<file path="config.mk">
export PLATFORM = sky130hd
export DESIGN_NAME = alu_wb_stage_flat
export DESIGN_NICKNAME = d
export VERILOG_FILES = /design/src/rtl/alu_wb_stage_pkg.sv /design/src/rtl/alu_wb_stage_if.sv /design/src/rtl/alu_wb_stage_wb_fifo.sv /design/src/rtl/alu_wb_stage.sv /design/src/flat_wrapper.sv
export SDC_FILE = /design/constraint.sdc
export NUM_CORES = 1
export LEC_CHECK = 0
export BUFFER_PORTS_ARGS = -buffer_cell sky130_fd_sc_hd__buf_4
export CAP_MARGIN = 25
export CORE_MARGIN = 2
export CORE_UTILIZATION = 43
export DETAILED_ROUTE_END_ITERATION = 8
export PLACE_DENSITY = 0.77
export SYNTH_ARGS = -nofsm -noshare
export SYNTH_HDL_FRONTEND = slang
export SYNTH_SLANG_ARGS = --single-unit
</file>
<file path="constraint.sdc">
create_clock -name clk -period 3 [get_ports clk]
set_input_delay 0.3 -clock clk [delete_from_list [all_inputs] [get_ports clk]]
set_output_delay 0.3 -clock clk [all_outputs]
set_load 0.01 [all_outputs]
</file>
<file path="src/rtl/alu_wb_stage_pkg.sv">
// Definitions shared by the writeback stage, its write buffer and the ALU:
// flag bit positions, register index width and RF write-port source priority.
package alu_wb_stage_pkg;

  localparam int REG_IDX_W = 4;
  localparam int FLAG_W    = 8;

  localparam int FLAG_C = 0;
  localparam int FLAG_Z = 1;
  localparam int FLAG_N = 2;
  localparam int FLAG_V = 3;

  typedef enum logic [1:0] {
    RF_SRC_NONE = 2'd0,
    RF_SRC_MEM  = 2'd1,
    RF_SRC_BUF  = 2'd2
  } rf_src_e;

  // Load data always owns the RF port; buffered ALU results only use idle cycles.
  function automatic rf_src_e rf_select(input logic mem_valid, input logic buf_pending);
    if (mem_valid) begin
      return RF_SRC_MEM;
    end
    if (buf_pending) begin
      return RF_SRC_BUF;
    end
    return RF_SRC_NONE;
  endfunction

endpackage

</file>
<file path="src/rtl/alu_wb_stage_if.sv">
// ALU-to-writeback result channel: valid/ready handshake plus result payload.
interface alu_wb_stage_if
  import alu_wb_stage_pkg::*;
#(
  parameter int WIDTH  = 32,
  parameter int RWIDTH = REG_IDX_W
);
  logic              in_valid;
  logic              in_ready;
  logic [RWIDTH-1:0] in_ra;
  logic [WIDTH-1:0]  in_res;
  logic [FLAG_W-1:0] in_fo;
  logic              in_wb_en;
  logic              in_flag_en;

  modport master (
    output in_valid, in_ra, in_res, in_fo, in_wb_en, in_flag_en,
    input  in_ready
  );

  modport slave (
    input  in_valid, in_ra, in_res, in_fo, in_wb_en, in_flag_en,
    output in_ready
  );
endinterface

</file>
<file path="src/rtl/alu_wb_stage_wb_fifo.sv">
// Pending register-file write buffer: DEPTH x {ra,data} FIFO with a
// youngest-match lookup used for operand forwarding.
module wb_fifo
  import alu_wb_stage_pkg::*;
#(
  parameter int WIDTH  = 32,
  parameter int RWIDTH = REG_IDX_W,
  parameter int DEPTH  = 2
) (
  input  logic                   clk,
  input  logic                   reset,
  input  logic                   push,
  input  logic [RWIDTH-1:0]      push_ra,
  input  logic [WIDTH-1:0]       push_data,
  input  logic                   pop,
  output logic [RWIDTH-1:0]      head_ra,
  output logic [WIDTH-1:0]       head_data,
  output logic [$clog2(DEPTH):0] count,
  input  logic [RWIDTH-1:0]      chk_ra,
  output logic                   chk_hit,
  output logic [WIDTH-1:0]       chk_data
);

  localparam int PW = $clog2(DEPTH);

  logic [PW-1:0]     wr_ptr_q, wr_ptr_d;
  logic [PW-1:0]     rd_ptr_q, rd_ptr_d;
  logic [PW:0]       count_q, count_d;
  logic [RWIDTH-1:0] ra_mem_q   [DEPTH];
  logic [WIDTH-1:0]  data_mem_q [DEPTH];
  logic [PW-1:0]     ent_age    [DEPTH];
  logic [DEPTH-1:0]  ent_match;
  logic [PW-1:0]     best_age;

  always_comb begin
    wr_ptr_d = push ? wr_ptr_q + 1'b1 : wr_ptr_q;
    rd_ptr_d = pop  ? rd_ptr_q + 1'b1 : rd_ptr_q;
    count_d  = count_q;
    case ({push, pop})
      2'b10:   count_d = count_q + 1'b1;
      2'b01:   count_d = count_q - 1'b1;
      default: count_d = count_q;
    endcase
  end

  always_ff @(posedge clk or negedge reset) begin
    if (!reset) begin
      wr_ptr_q <= '0;
      rd_ptr_q <= '0;
      count_q  <= '0;
    end else begin
      wr_ptr_q <= wr_ptr_d;
      rd_ptr_q <= rd_ptr_d;
      count_q  <= count_d;
    end
  end

  // Payload storage needs no reset: validity comes only from count/pointers.
  always_ff @(posedge clk) begin
    if (push) begin
      ra_mem_q[wr_ptr_q]   <= push_ra;
      data_mem_q[wr_ptr_q] <= push_data;
    end
  end

  assign head_ra   = ra_mem_q[rd_ptr_q];
  assign head_data = data_mem_q[rd_ptr_q];
  assign count     = count_q;

  genvar gi;
  generate
    for (gi = 0; gi < DEPTH; gi++) begin : g_ent
      localparam logic [PW-1:0] IDX = PW'(gi);
      assign ent_age[gi]   = IDX - rd_ptr_q;
      assign ent_match[gi] = ({1'b0, ent_age[gi]} < count_q) && (ra_mem_q[gi] == chk_ra);
    end
  endgenerate

  // Highest age relative to the read pointer is the youngest write.
  always_comb begin
    chk_hit  = 1'b0;
    chk_data = '0;
    best_age = '0;
    for (int i = 0; i < DEPTH; i++) begin
      if (ent_match[i] && (!chk_hit || ent_age[i] > best_age)) begin
        chk_hit  = 1'b1;
        best_age = ent_age[i];
        chk_data = data_mem_q[i];
      end
    end
  end

endmodule

</file>
<file path="src/rtl/alu_wb_stage.sv">
// ALU writeback stage: flag register, result handshake, buffered RF writes
// sharing the single RF port with memory loads, and forwarding lookup.
module alu_wb_stage
  import alu_wb_stage_pkg::*;
#(
  parameter int WIDTH  = 32,
  parameter int RWIDTH = REG_IDX_W,
  parameter int DEPTH  = 2
) (
  input  logic               clk,
  input  logic               reset,
  alu_wb_stage_if.slave      in_if,
  input  logic               mem_wr_valid,
  input  logic [RWIDTH-1:0]  mem_wr_ra,
  input  logic [WIDTH-1:0]   mem_wr_data,
  output logic               rf_we,
  output logic [RWIDTH-1:0]  rf_wa,
  output logic [WIDTH-1:0]   rf_wd,
  output logic [FLAG_W-1:0]  flags,
  input  logic [RWIDTH-1:0]  chk_ra,
  output logic               chk_hit,
  output logic [WIDTH-1:0]   chk_data,
  output logic               empty
);

  logic [$clog2(DEPTH):0] fifo_count;
  logic [RWIDTH-1:0]      head_ra;
  logic [WIDTH-1:0]       head_data;
  logic                   accept;
  logic                   push;
  logic                   pop;
  rf_src_e                rf_src;
  logic [FLAG_W-1:0]      flags_q, flags_d;

  // DEPTH is a power of two, so the count MSB is set exactly when full.
  assign in_if.in_ready = ~fifo_count[$clog2(DEPTH)];
  assign accept         = in_if.in_valid & in_if.in_ready;
  assign push           = accept & in_if.in_wb_en;
  assign empty          = (fifo_count == '0);
  assign rf_src         = rf_select(mem_wr_valid, ~empty);
  assign pop            = (rf_src == RF_SRC_BUF);

  wb_fifo #(
    .WIDTH  (WIDTH),
    .RWIDTH (RWIDTH),
    .DEPTH  (DEPTH)
  ) u_wb_fifo (
    .clk       (clk),
    .reset     (reset),
    .push      (push),
    .push_ra   (in_if.in_ra),
    .push_data (in_if.in_res),
    .pop       (pop),
    .head_ra   (head_ra),
    .head_data (head_data),
    .count     (fifo_count),
    .chk_ra    (chk_ra),
    .chk_hit   (chk_hit),
    .chk_data  (chk_data)
  );

  always_comb begin
    rf_we = 1'b0;
    rf_wa = '0;
    rf_wd = '0;
    case (rf_src)
      RF_SRC_MEM: begin
        rf_we = 1'b1;
        rf_wa = mem_wr_ra;
        rf_wd = mem_wr_data;
      end
      RF_SRC_BUF: begin
        rf_we = 1'b1;
        rf_wa = head_ra;
        rf_wd = head_data;
      end
      default: begin
        rf_we = 1'b0;
      end
    endcase
  end

  always_comb begin
    flags_d = flags_q;
    if (accept && in_if.in_flag_en) begin
      flags_d = in_if.in_fo;
    end
  end

  always_ff @(posedge clk or negedge reset) begin
    if (!reset) begin
      flags_q <= '0;
    end else begin
      flags_q <= flags_d;
    end
  end

  assign flags = flags_q;

endmodule

</file>
<file path="src/flat_wrapper.sv">
// flat-port wrapper written by rule: the top's interface ports become plain ports
module alu_wb_stage_flat import alu_wb_stage_pkg::*;
#(
  parameter int WIDTH  = 32,
  parameter int RWIDTH = REG_IDX_W,
  parameter int DEPTH  = 2
)
  (clk, reset, mem_wr_valid, mem_wr_ra, mem_wr_data, rf_we, rf_wa, rf_wd, flags, chk_ra, chk_hit, chk_data, empty, in_if_in_valid, in_if_in_ra, in_if_in_res, in_if_in_fo, in_if_in_wb_en, in_if_in_flag_en, in_if_in_ready);
  alu_wb_stage_if #(.WIDTH(WIDTH), .RWIDTH(RWIDTH)) in_if_i ();
  input  logic clk;
  input  logic reset;
  input  logic mem_wr_valid;
  input  logic [RWIDTH-1:0] mem_wr_ra;
  input  logic [WIDTH-1:0] mem_wr_data;
  output logic rf_we;
  output logic [RWIDTH-1:0] rf_wa;
  output logic [WIDTH-1:0] rf_wd;
  output logic [FLAG_W-1:0] flags;
  input  logic [RWIDTH-1:0] chk_ra;
  output logic chk_hit;
  output logic [WIDTH-1:0] chk_data;
  output logic empty;
  input wire logic [$bits(in_if_i.in_valid)-1:0] in_if_in_valid;
  input wire logic [$bits(in_if_i.in_ra)-1:0] in_if_in_ra;
  input wire logic [$bits(in_if_i.in_res)-1:0] in_if_in_res;
  input wire logic [$bits(in_if_i.in_fo)-1:0] in_if_in_fo;
  input wire logic [$bits(in_if_i.in_wb_en)-1:0] in_if_in_wb_en;
  input wire logic [$bits(in_if_i.in_flag_en)-1:0] in_if_in_flag_en;
  output wire logic [$bits(in_if_i.in_ready)-1:0] in_if_in_ready;
  assign in_if_i.in_valid = in_if_in_valid;
  assign in_if_i.in_ra = in_if_in_ra;
  assign in_if_i.in_res = in_if_in_res;
  assign in_if_i.in_fo = in_if_in_fo;
  assign in_if_i.in_wb_en = in_if_in_wb_en;
  assign in_if_i.in_flag_en = in_if_in_flag_en;
  assign in_if_in_ready = in_if_i.in_ready;
  alu_wb_stage #(.WIDTH(WIDTH), .RWIDTH(RWIDTH), .DEPTH(DEPTH)) u_core (.clk(clk), .reset(reset), .in_if(in_if_i), .mem_wr_valid(mem_wr_valid), .mem_wr_ra(mem_wr_ra), .mem_wr_data(mem_wr_data), .rf_we(rf_we), .rf_wa(rf_wa), .rf_wd(rf_wd), .flags(flags), .chk_ra(chk_ra), .chk_hit(chk_hit), .chk_data(chk_data), .empty(empty));
endmodule
</file>
Word-level counts from Yosys, hierarchy flattened --
Memories as Yosys holds them, arrays and structs flattened. Index checks and enable logic that the tools add are counted.
Operators by class: equality and inequality tests 6, bitwise logic cells 3, order comparisons 3, multiplexer cells 18, add/sub/neg operators 6, reductions and logical operators 9
Operators by type and width (number):
- 32-bit two-way mux | 2
- 32-bit one-hot mux with 2 select lines | 1
- 1-bit two-way mux | 9
- 4-bit == test | 2
- 2-bit two-way mux | 4
- 4-bit one-hot mux with 2 select lines | 1
- 2-bit by 1-bit == test with 1-bit output, second input constant | 2
- 2-bit == test, second input constant | 2
- 1-bit logical AND | 4
- 1-bit by 2-bit < comparator with 1-bit output | 2
- 2-bit one-hot mux with 2 select lines | 1
- 1-bit adder, second input constant | 2
- 2-bit by 1-bit adder with 2-bit output, second input constant | 1
- 1-bit bitwise AND | 2
- 2-bit zero test | 1
- 2-bit nonzero test | 1
- 2-bit OR reduction | 1
- 1-bit subtractor, first input constant | 2
- 2-bit by 1-bit subtractor with 2-bit output, second input constant | 1
- 1-bit greater-than comparator | 1
- 1-bit zero test | 1
- 1-bit logical OR | 1
- 1-bit NOT | 1
Word-level totals: bits of input ports 90, flip-flop bits (word level) 12, bits in writable memories 72, memories kept 2
Memory list:
- u_core.u_wb_fifo.data_mem_q | depth 2, width 32, read ports 3, clocked after Yosys merged registers in 0, wr ports 1, RTL line alu_wb_stage_wb_fifo.sv:30 | logic [WIDTH-1:0] data_mem_q [DEPTH];
- u_core.u_wb_fifo.ra_mem_q | depth 2, width 4, read ports 3, clocked after Yosys merged registers in 0, wr ports 1, RTL line alu_wb_stage_wb_fifo.sv:29 | logic [RWIDTH-1:0] ra_mem_q [DEPTH];

Depth between registers and ports, before layout --
word-level depth 8, gate-level depth with buffers 8, gate-level depth less buffers 7

Cells and area by module --
Synthesis repeated with hierarchy kept, for this count alone.
Unflattened totals: cells, all modules 362, area, all modules 4635.7 µm²
Modules (own cells, without submodules):
- wb_fifo | cells an instance 216, sequential area each 2262.2 µm², area each 3714.8 µm², times used 1
- alu_wb_stage | cells an instance 146, sequential area each 200.2 µm², area each 920.9 µm², times used 1

Least setup slack after synthesis --
No wires, ideal clock.
path kind register to register, from register u_core.u_wb_fifo.count_q[1] (netlist: u_core.u_wb_fifo.count[1]), to memory u_core.u_wb_fifo.data_mem_q[0][0], enable pin, path slack 0.309 ns, required time 2.571 ns, library setup time 0.429 ns, cell stages (with the launch flop) 4, data arrival time 2.261 ns, path buffers 0, clock period less this slack 2.691 ns, cells stage by stage dfrtp_1 nor2b_1 nand2_1 nor2_1
On the way: word-level cells in the longest chain between the ends 5
RTL lines:
- from (decl) | RTL line alu_wb_stage_wb_fifo.sv:28 | logic [PW:0] count_q, count_d;
- from (signal assigned) | RTL line alu_wb_stage_wb_fifo.sv:54 | count_q <= count_d;
- 1-bit NOT | RTL line alu_wb_stage.sv:36 | assign in_if.in_ready = ~fifo_count[$clog2(DEPTH)];
- 1-bit bitwise AND | RTL line alu_wb_stage.sv:37 | assign accept = in_if.in_valid & in_if.in_ready;
- 1-bit bitwise AND | RTL line alu_wb_stage.sv:38 | assign push = accept & in_if.in_wb_en;
- 1-bit two-way mux | RTL line alu_wb_stage_wb_fifo.sv:60 | if (push) begin
- 1-bit two-way mux (not written as such) | RTL line alu_wb_stage_wb_fifo.sv:62 | data_mem_q[wr_ptr_q] <= push_data;
- to (decl) | RTL line alu_wb_stage_wb_fifo.sv:30
Every way passes these cells.

==> metrics.txt <==
Pwr Total approximately 3.7 mW; Tightest Pin Transition about 0.93 ns; Num Clock Sinks 84; Post-Syn Nets roughly 370; setup tns final 0 ns; Crit Path Class reg2out; slew margin rel. between 30% and 40%; Post-synth ARST share between 10% and 20%; grt ovf 0; n_diodes 0; Gates resized, CTS repair 0; CTS Buffer Depth 2; first-pass GRT wire length between 15 and 20 mm; most frequent cells in the layout buf_4, edfxtp_1, nand2_1, mux2i_1, o21ai_0; Cells after DPL around 550; most common cell after layout, fill and taps aside buf_4; GRT Total Usage roughly 20%; Clock Tree Root clkbuf_8; Final setup viols 0; pre-CTS setup slack 0.667 ns; Final ANT Viol Nets 0; non-filler cells, final 566; power per cell area around 700 mW/mm^2; area of placed instances ~0.0053 sq mm; Setup WS post-layout about 0.31 ns; drt drc 0; share of the cycle needed by the critical path after routing around nine tenths; WP data arrival roughly 2.4 ns; synth-to-layout area growth 39.7%; Final Cell Area between 0.005 and 0.006 sq mm; Worst Path Buf+Inv 2; wire per inst about 17 um; crit-path cells xor2_1, nor4_4, o311a_2, buf_4, a22o_1, buf_4; final core occ around 62%; switch share between 30 and 40%; Final GP Congestion ~0.82; P_leak 2.35 nW; #FFs+latches synth between 80 and 90; Pint approximately 2.5 mW; drt pass-1 iters 5; CP Max Fanout 17; largest net degree at the start of global routing 39; register area share after synthesis ~63%; Avg Cell Area, Syn about 14 sq um; yosys warns 0; I/O pin count 170; Syn Inst Count between 200 and 300; Post-Syn Area just under 0.004 sq mm; initial antenna violation count 0; Final Slew Violations 0; # hold bufs at CTS 1; max incr delay on CP 0.50 ns; CTS Buf Count 9; DR vias/cell 5.26; Hold WC Path Type in2reg; die footprint between 0.009 and 0.01 sq mm; Max Fclk roughly 370 MHz; EDFF count, synth 72; Max Cap Viol 0; CP dominant cell by count buf_4; DRT iter0 DRCs 105; Setup crit start kind register; RSZ-0062 raised after global routing false; Initial Util between 40% and 50%; Nets between 500 and 600; clk_skew 0.00912 ns; final hold vios 0; Core ar. around 0.0088 sq mm; level count of the clock H-tree 3; Max IR drop VDD 0.000339 V; FP Rows 34; Yosys cell types 27; CP max-delay cell o311a_2; DP HPWL roughly 7 mm; worst hold margin roughly 0.14 ns; post-CTS setup buffers 0; routed via count 2978; FILL cells 694; I/O Buffers approximately 170; share of cells above drive strength 1 a little under half; clock-pin slew on the worst setup and hold paths around 0.090 ns; crit end category output port; Die X around 100 um; logic gate share of total power a little over a third; vias in the first global route around 3000; Die H 99.3 um; outcome finished clean; fin crit period about 2.7 ns; worst skew pair latency 0.34 ns; Psw 1.19 mW; clock share of power a little over a fifth; Post-Route WL between 9 and 10 mm; TritonCTS clock tree yes; CP delay by family, top compound AO/OA/AOI/OAI gates; Seq pwr share between 40% and 50%; R2R Setup Slk 1.00 ns; Worst EP required 2.70 ns; Synth Flop Type edfxtp_1
## cell type report
| cell class | count | area [sq um] | area share [%] |
|---|---|---|---|
| clock inverters | 7 | 67.6 | 1.24 |
| well taps | 108 | 135 | 2.48 |
| repair buffers | 177 | 1330 | 24.4 |
| inverters | 3 | 11.3 | 0.207 |
| clock buffers | 9 | 124 | 2.27 |
| multi-input cells | 178 | 1320 | 24.2 |
| flip-flops and latches | 84 | 2460 | 45.2 |
## worst paths after layout
check                                                          start                                      endpoint  depth (start not counted)
max                        u_core.u_wb_fifo.ra_mem_q[0][2]$_DFFE_PP_                                  chk_data[16]                          6
min                                                 in_if_in_res[18]  u_core.u_wb_fifo.data_mem_q[0][18]$_DFFE_PP_                          1
max reg2reg                    u_core.u_wb_fifo.count[1]$_DFFE_PN0P_   u_core.u_wb_fifo.data_mem_q[0][2]$_DFFE_PP_                          4
min reg2reg                              u_core.flags[5]$_DFFE_PN0P_                   u_core.flags[5]$_DFFE_PN0P_                          1
max in group asynchronous                                      reset         u_core.u_wb_fifo.rd_ptr_q$_DFFE_PN0N_                          2
min in group asynchronous                                      reset                   u_core.flags[4]$_DFFE_PN0P_                          2
## kinds of logic after synthesis
family | synth area share (%)
adder cells (fa/ha/maj) | 0.321
AND/OR/NAND/NOR | 5.45
AO/OA/AOI/OAI | 13.4
multiplexers | 11.5
XOR/XNOR | 2.92
flip-flops | 63.1
buffers and inverters | 3.30
## state kept, by name, summed over array words and instances (netlist names)
name and cells:
u_core.u_wb_fifo.count 2, u_core.u_wb_fifo.rd_ptr_q 1, u_core.u_wb_fifo.wr_ptr_q 1, u_core.flags 8, u_core.u_wb_fifo.ra_mem_q 8, u_core.u_wb_fifo.data_mem_q 64
## cells in the mapped netlist, drive strengths merged (3+ instances only)
master   n  area share, %
xnor2    9            2.0
mux2i   36            9.2
o21ai   36            4.6
inv      3           0.29
buf     10            2.2
mux2     8            2.3
nand2   38            3.7
edfxtp  72             55
nor2     3           0.29
clkbuf   8           0.77
a22o    32            7.2
xor2     4           0.90
dfrtp   12            7.7
## worst reg2reg max path, stage by stage (launching register included)
cell and delay, ns:
dfrtp_1 0.47, nor2b_1 0.22, nand2_1 0.17, nor2_4 0.50
buf_4 0.34
## power by group through the flow
stage                     combinational (mW)  sequential (mW)  clock [mW]
after CTS                               1.34             1.63       0.795
after global routing                    1.43             1.65       0.855
final                                   1.32             1.62       0.775
after floorplan                        0.760             1.60           0
after global placement                  1.31             1.64           0
after detailed placement                1.33             1.65           0
## routing by layer
layer	GRT usage [%]	share of wire, %
met1	24.5	40
met2	34.5	52
met3	4.92	6.4
met4	7.06	0.92
met5	0	0
(Power assumes the default switching activity.)
